<file path="src/rtl/seq_pipe_add_nstage_pkg.sv">
// Shared defaults and elaboration-time helpers for the chunked pipelined adder.
package seq_pipe_add_nstage_pkg;

    localparam int DEF_NBITS   = 32;
    localparam int DEF_NSTAGES = 4;

    // Width of the slice each stage adds.
    function automatic int chunk_bits(input int nbits, input int nstages);
        return nbits / nstages;
    endfunction

    // Number of operand bits still left to add after stage k has finished.
    function automatic int rem_bits(input int nbits, input int cbits, input int k);
        return nbits - ((k + 1) * cbits);
    endfunction

endpackage

</file>
<file path="src/rtl/seq_pipe_add_stage.sv">
// One pipeline stage: adds the lowest chunk of the remaining operands plus
// the incoming carry, and registers the partial sum with its handshake state.
// Operands arrive pre-shifted so the chunk to add always sits at bit 0; the
// stage shifts them down again for its successor. Sum bits not yet produced
// are zero, so each stage ORs its chunk in at position POS.
module seq_pipe_add_stage
    import seq_pipe_add_nstage_pkg::*;
#(
    parameter int NBITS   = 32,
    parameter int CBITS   = 8,
    parameter int REMBITS = 24
) (
    input  logic             clk,
    input  logic             reset,
    input  logic             i_val,
    input  logic             i_carry,
    input  logic [NBITS-1:0] i_sum,
    input  logic [NBITS-1:0] i_a,
    input  logic [NBITS-1:0] i_b,
    input  logic             i_rdy_next,
    output logic             o_rdy,
    output logic             o_val,
    output logic             o_carry,
    output logic [NBITS-1:0] o_sum,
    output logic [NBITS-1:0] o_a,
    output logic [NBITS-1:0] o_b
);

    localparam int POS = NBITS - REMBITS - CBITS;

    logic             r_val;
    logic             r_carry;
    logic [NBITS-1:0] r_sum;
    logic [NBITS-1:0] r_a;
    logic [NBITS-1:0] r_b;
    logic [CBITS:0]   w_chunk;

    assign w_chunk = {1'b0, i_a[CBITS-1:0]} + {1'b0, i_b[CBITS-1:0]}
                   + {{CBITS{1'b0}}, i_carry};

    // This register can take new data when it is empty or when the slot
    // downstream will drain it this same cycle.
    assign o_rdy = !r_val || i_rdy_next;

    // Stage register: clear on reset, load from upstream when ready, else hold.
    always_ff @(posedge clk) begin
        if (reset) begin
            r_val   <= 1'b0;
            r_carry <= 1'b0;
            r_sum   <= {NBITS{1'b0}};
            r_a     <= {NBITS{1'b0}};
            r_b     <= {NBITS{1'b0}};
        end else if (o_rdy) begin
            r_val   <= i_val;
            r_carry <= w_chunk[CBITS];
            r_sum   <= i_sum | (NBITS'(w_chunk[CBITS-1:0]) << POS);
            r_a     <= i_a >> CBITS;
            r_b     <= i_b >> CBITS;
        end else begin
            r_val   <= r_val;
            r_carry <= r_carry;
            r_sum   <= r_sum;
            r_a     <= r_a;
            r_b     <= r_b;
        end
    end

    assign o_val   = r_val;
    assign o_carry = r_carry;
    assign o_sum   = r_sum;
    assign o_a     = r_a;
    assign o_b     = r_b;

endmodule

</file>
<file path="src/rtl/seq_pipe_add_nstage.sv">
// NBITS-wide adder split into NSTAGES chunk stages with valid/ready flow
// control. The ready chain runs combinationally from out_rdy back to in_rdy,
// so entries compact into bubbles under back-pressure and a full pipe still
// streams one result per cycle while the consumer is ready.
module seq_pipe_add_nstage
    import seq_pipe_add_nstage_pkg::*;
#(
    parameter int NBITS   = DEF_NBITS,
    parameter int NSTAGES = DEF_NSTAGES
) (
    input  logic             clk,
    input  logic             reset,
    input  logic             in_val,
    output logic             in_rdy,
    input  logic [NBITS-1:0] in0,
    input  logic [NBITS-1:0] in1,
    input  logic             cin,
    output logic             out_val,
    input  logic             out_rdy,
    output logic [NBITS-1:0] out,
    output logic             cout
);

    localparam int CBITS = chunk_bits(NBITS, NSTAGES);

    generate
        if ((NSTAGES < 1) || (NSTAGES > NBITS) || ((NBITS % NSTAGES) != 0)) begin : g_bad_params
            $error("seq_pipe_add_nstage: NBITS must be a multiple of NSTAGES, 1 <= NSTAGES <= NBITS");
        end
    endgenerate

    // Index k is the boundary in front of stage k; index NSTAGES is the output.
    logic             w_val   [0:NSTAGES];
    logic             w_carry [0:NSTAGES];
    logic             w_rdy   [0:NSTAGES];
    logic [NBITS-1:0] w_sum   [0:NSTAGES];
    logic [NBITS-1:0] w_a     [0:NSTAGES];
    logic [NBITS-1:0] w_b     [0:NSTAGES];

    assign w_val[0]       = in_val;
    assign w_carry[0]     = cin;
    assign w_sum[0]       = {NBITS{1'b0}};
    assign w_a[0]         = in0;
    assign w_b[0]         = in1;
    assign w_rdy[NSTAGES] = out_rdy;

    generate
        for (genvar k = 0; k < NSTAGES; k++) begin : g_stage
            seq_pipe_add_stage #(
                .NBITS   (NBITS),
                .CBITS   (CBITS),
                .REMBITS (rem_bits(NBITS, CBITS, k))
            ) u_stage (
                .clk        (clk),
                .reset      (reset),
                .i_val      (w_val[k]),
                .i_carry    (w_carry[k]),
                .i_sum      (w_sum[k]),
                .i_a        (w_a[k]),
                .i_b        (w_b[k]),
                .i_rdy_next (w_rdy[k+1]),
                .o_rdy      (w_rdy[k]),
                .o_val      (w_val[k+1]),
                .o_carry    (w_carry[k+1]),
                .o_sum      (w_sum[k+1]),
                .o_a        (w_a[k+1]),
                .o_b        (w_b[k+1])
            );
        end
    endgenerate

    // Stage 0 only loads when ready, so loading in_val equals in_val && in_rdy.
    assign in_rdy  = w_rdy[0];
    assign out_val = w_val[NSTAGES];
    assign out     = w_sum[NSTAGES];
    assign cout    = w_carry[NSTAGES];

endmodule

</file>
<file path="config.mk">
export PLATFORM = sky130hd
export DESIGN_NAME = seq_pipe_add_nstage
export DESIGN_NICKNAME = d
export VERILOG_FILES = /design/src/rtl/seq_pipe_add_nstage_pkg.sv /design/src/rtl/seq_pipe_add_stage.sv /design/src/rtl/seq_pipe_add_nstage.sv
export SDC_FILE = /design/constraint.sdc
export NUM_CORES = 1
export LEC_CHECK = 0
export ABC_AREA = 1
export BUFFER_PORTS_ARGS = -buffer_cell sky130_fd_sc_hd__buf_2
export CAP_MARGIN = 25
export CORE_MARGIN = 2
export CORE_UTILIZATION = 54
export CTS_CLUSTER_SIZE = 28
export DETAILED_ROUTE_END_ITERATION = 8
export PLACE_DENSITY_LB_ADDON = 0.15
export SYNTH_ARGS = -nofsm -noshare
export SYNTH_HDL_FRONTEND = slang
export SYNTH_HIERARCHICAL = 1
export SYNTH_SLANG_ARGS = --single-unit
</file>
<file path="constraint.sdc">
create_clock -name clk -period 2.7 [get_ports clk]
set_clock_uncertainty 0.05 [all_clocks]
set_input_delay 0.54 -clock clk [delete_from_list [all_inputs] [get_ports clk]]
set_output_delay 0.54 -clock clk [all_outputs]
set_load 0.01 [all_outputs]
</file>
==> reports/metrics.yaml <==
setup_path:
  crit_path_max_incr_delay_ns: 0.33
  arrival_ns: 1.75
  cp.required_ns: 2.11
  worstPathCellList: "inv_1 -> nor2_2 -> inv_2 -> nor2_4 -> inv_2 -> nor2_4 -> inv_2 -> nor2_4 -> inv_2 -> buf_2"
  cp_top_family: "simple AND/OR/NAND/NOR gates"
  path_buf_inv: 6
  cpMostUsedCell: "inv_2"
  cp-end-kind: "output port"
  crit_type: "reg2out"
  crit_slowest_cell: "dfxtp_1"
  cp-start-kind: "flip-flop"
  crit_path_max_fanout: 3
sta:
  maxSlewViolCount: 0
  slew_headroom: 0.516
  period_share: 0.868
  setup_viol: 0
  max_freq_mhz: 427
  hold_violations: 0
  worst_slew_pin_slew_ns: 0.725
  rsz0062_at_grt: "false"
  setup_tns_ns: 0
  fin_ws_ns: 0.356
  period_minus_slack_ns: 2.34
yosys:
  postSynthAreaPerCell_um2: 7.45
  syn_inst: 1310
  yosys_warnings: 6
  synth_area_um2: 9760
routing:
  ant_nets: 0
  wl_per_cell_um: 12.2
  drc: 0
  drt-vias-per-instance: 4.89
  drtIter0Drc: 425
  num_vias: 8044
  dr.pass1.iters: 4
  wl_um: 20200
status:
  status: "finished clean"
clocking:
  cts_hold_buf: 0
  post_cts_buffers: 0
  cts_tree: "done"
  cts_resized: 0
  insertion_delay_ns: 0.51
  cts_root_buffer: "clkbuf_16"
  cts_sinks: 232
  clk_pin_slew_ns: 0.06
  clk_path_buf_depth: 3
  cts_made_buffers: 25
  htreeDepth: 1
placement:
  place_ws_ns: 0.476
  gp_congestion: 0.822
  dp_hpwl_um: 13300
  io_buffers: 103
power:
  p_per_area_nw_per_um2: 681
  p_total_mw: 7.56
  leakagePower_nw: 5.80
  vdd_drop_max_uv: 476
floorplanning:
  core_area_um2: 17800
  row_count: 49
  die_x_um: 138
  boundaryPins: 104
  initial_core_util: 0.547
  floorplan.die_area_um2: 19200
  die_h_um: 138
finish:
  final_common_cell: "nor2_1"
  drive_above_1_share: 0.119
  fin_nets: 1506
  syn2layout_area_growth_pct: 13.6
  final_cell_mix: "nor2_1, dfxtp_1, o21ai_0"
  diodes: 0
  fill_cells: 1658
global_route:
  grtUsageMet3: 0.0274
  grt_pass1_vias: 7158
  antenna_found_initial: 0
  grt_start_max_net_pins: 83
  grt_overflow: 0
  grt_usage: 0.208
  busiest_layer: "met2"
  gr-usage-met1: 0.308
  grt_util_met2: 0.325
  grt_first_pass_wirelength_um: 34100
min_path:
  hold_class: "in2reg"
flow_run:
  max_cap_viol_count: 0
power breakdown:
group          internal [mW]  total, mW  switching [mW]
logic                  0.225      0.545           0.319
registers               3.61       3.71          0.0983
clock network           2.02       3.30            1.29
final timing paths:
check | start | endpoint | slack [ns] | cells past startpoint
setup reg to reg | g_stage[1].u_stage/o_carry | g_stage[2].u_stage/o_sum[22] | 0.72 | 10
hold reg to reg | g_stage[1].u_stage/o_sum[8] | g_stage[1].u_stage/o_sum[8] | 0.41 | 2
hold / removal | in_val | g_stage[0].u_stage/o_val | 0.22 | 3
setup / recovery | g_stage[3].u_stage/o_val | in_rdy | 0.36 | 10
stage by stage:
step	utilization	instances	area (um^2)	hold slack, ns
2_1_floorplan	-	1341	9880	0.384
3_3_place_gp	0.577	1603	10300	0.405
3_5_place_dp	0.577	1603	10300	0.405
4_1_cts	0.622	1646	11100	0.207
5_1_grt	0.622	1646	11100	0.236
6_report	0.622	1646	11100	0.217
tightest hold or removal path, stage by stage:
cell    delay [ns]
buf_2         0.09
nor2_1        0.04
nor2_1        0.07
area by class of cell:
class	instances	area, um^2	area share
flip-flops and latches	232	4640	0.419
multi-input cells	951	4440	0.400
clock buffers	35	713	0.0643
repair buffers	116	638	0.0575
well taps	229	287	0.0258
inverters	75	282	0.0254
clock inverters	8	92.6	0.00834
routing by layer:
layer,share of wire,vias up
met3,0.038,28
met5,0,-
met2,0.42,142
li1,-,4320
met4,0.017,0
met1,0.53,3554
sequential cells by signal (all words and copies together) (netlist names):
name / cells
g_stage.u_stage/o_sum: 128
g_stage.u_stage/o_a: 48
g_stage.u_stage/o_b: 48
g_stage.u_stage/o_carry: 4
g_stage.u_stage/o_val: 4
Power figures use the tool's default switching activity.
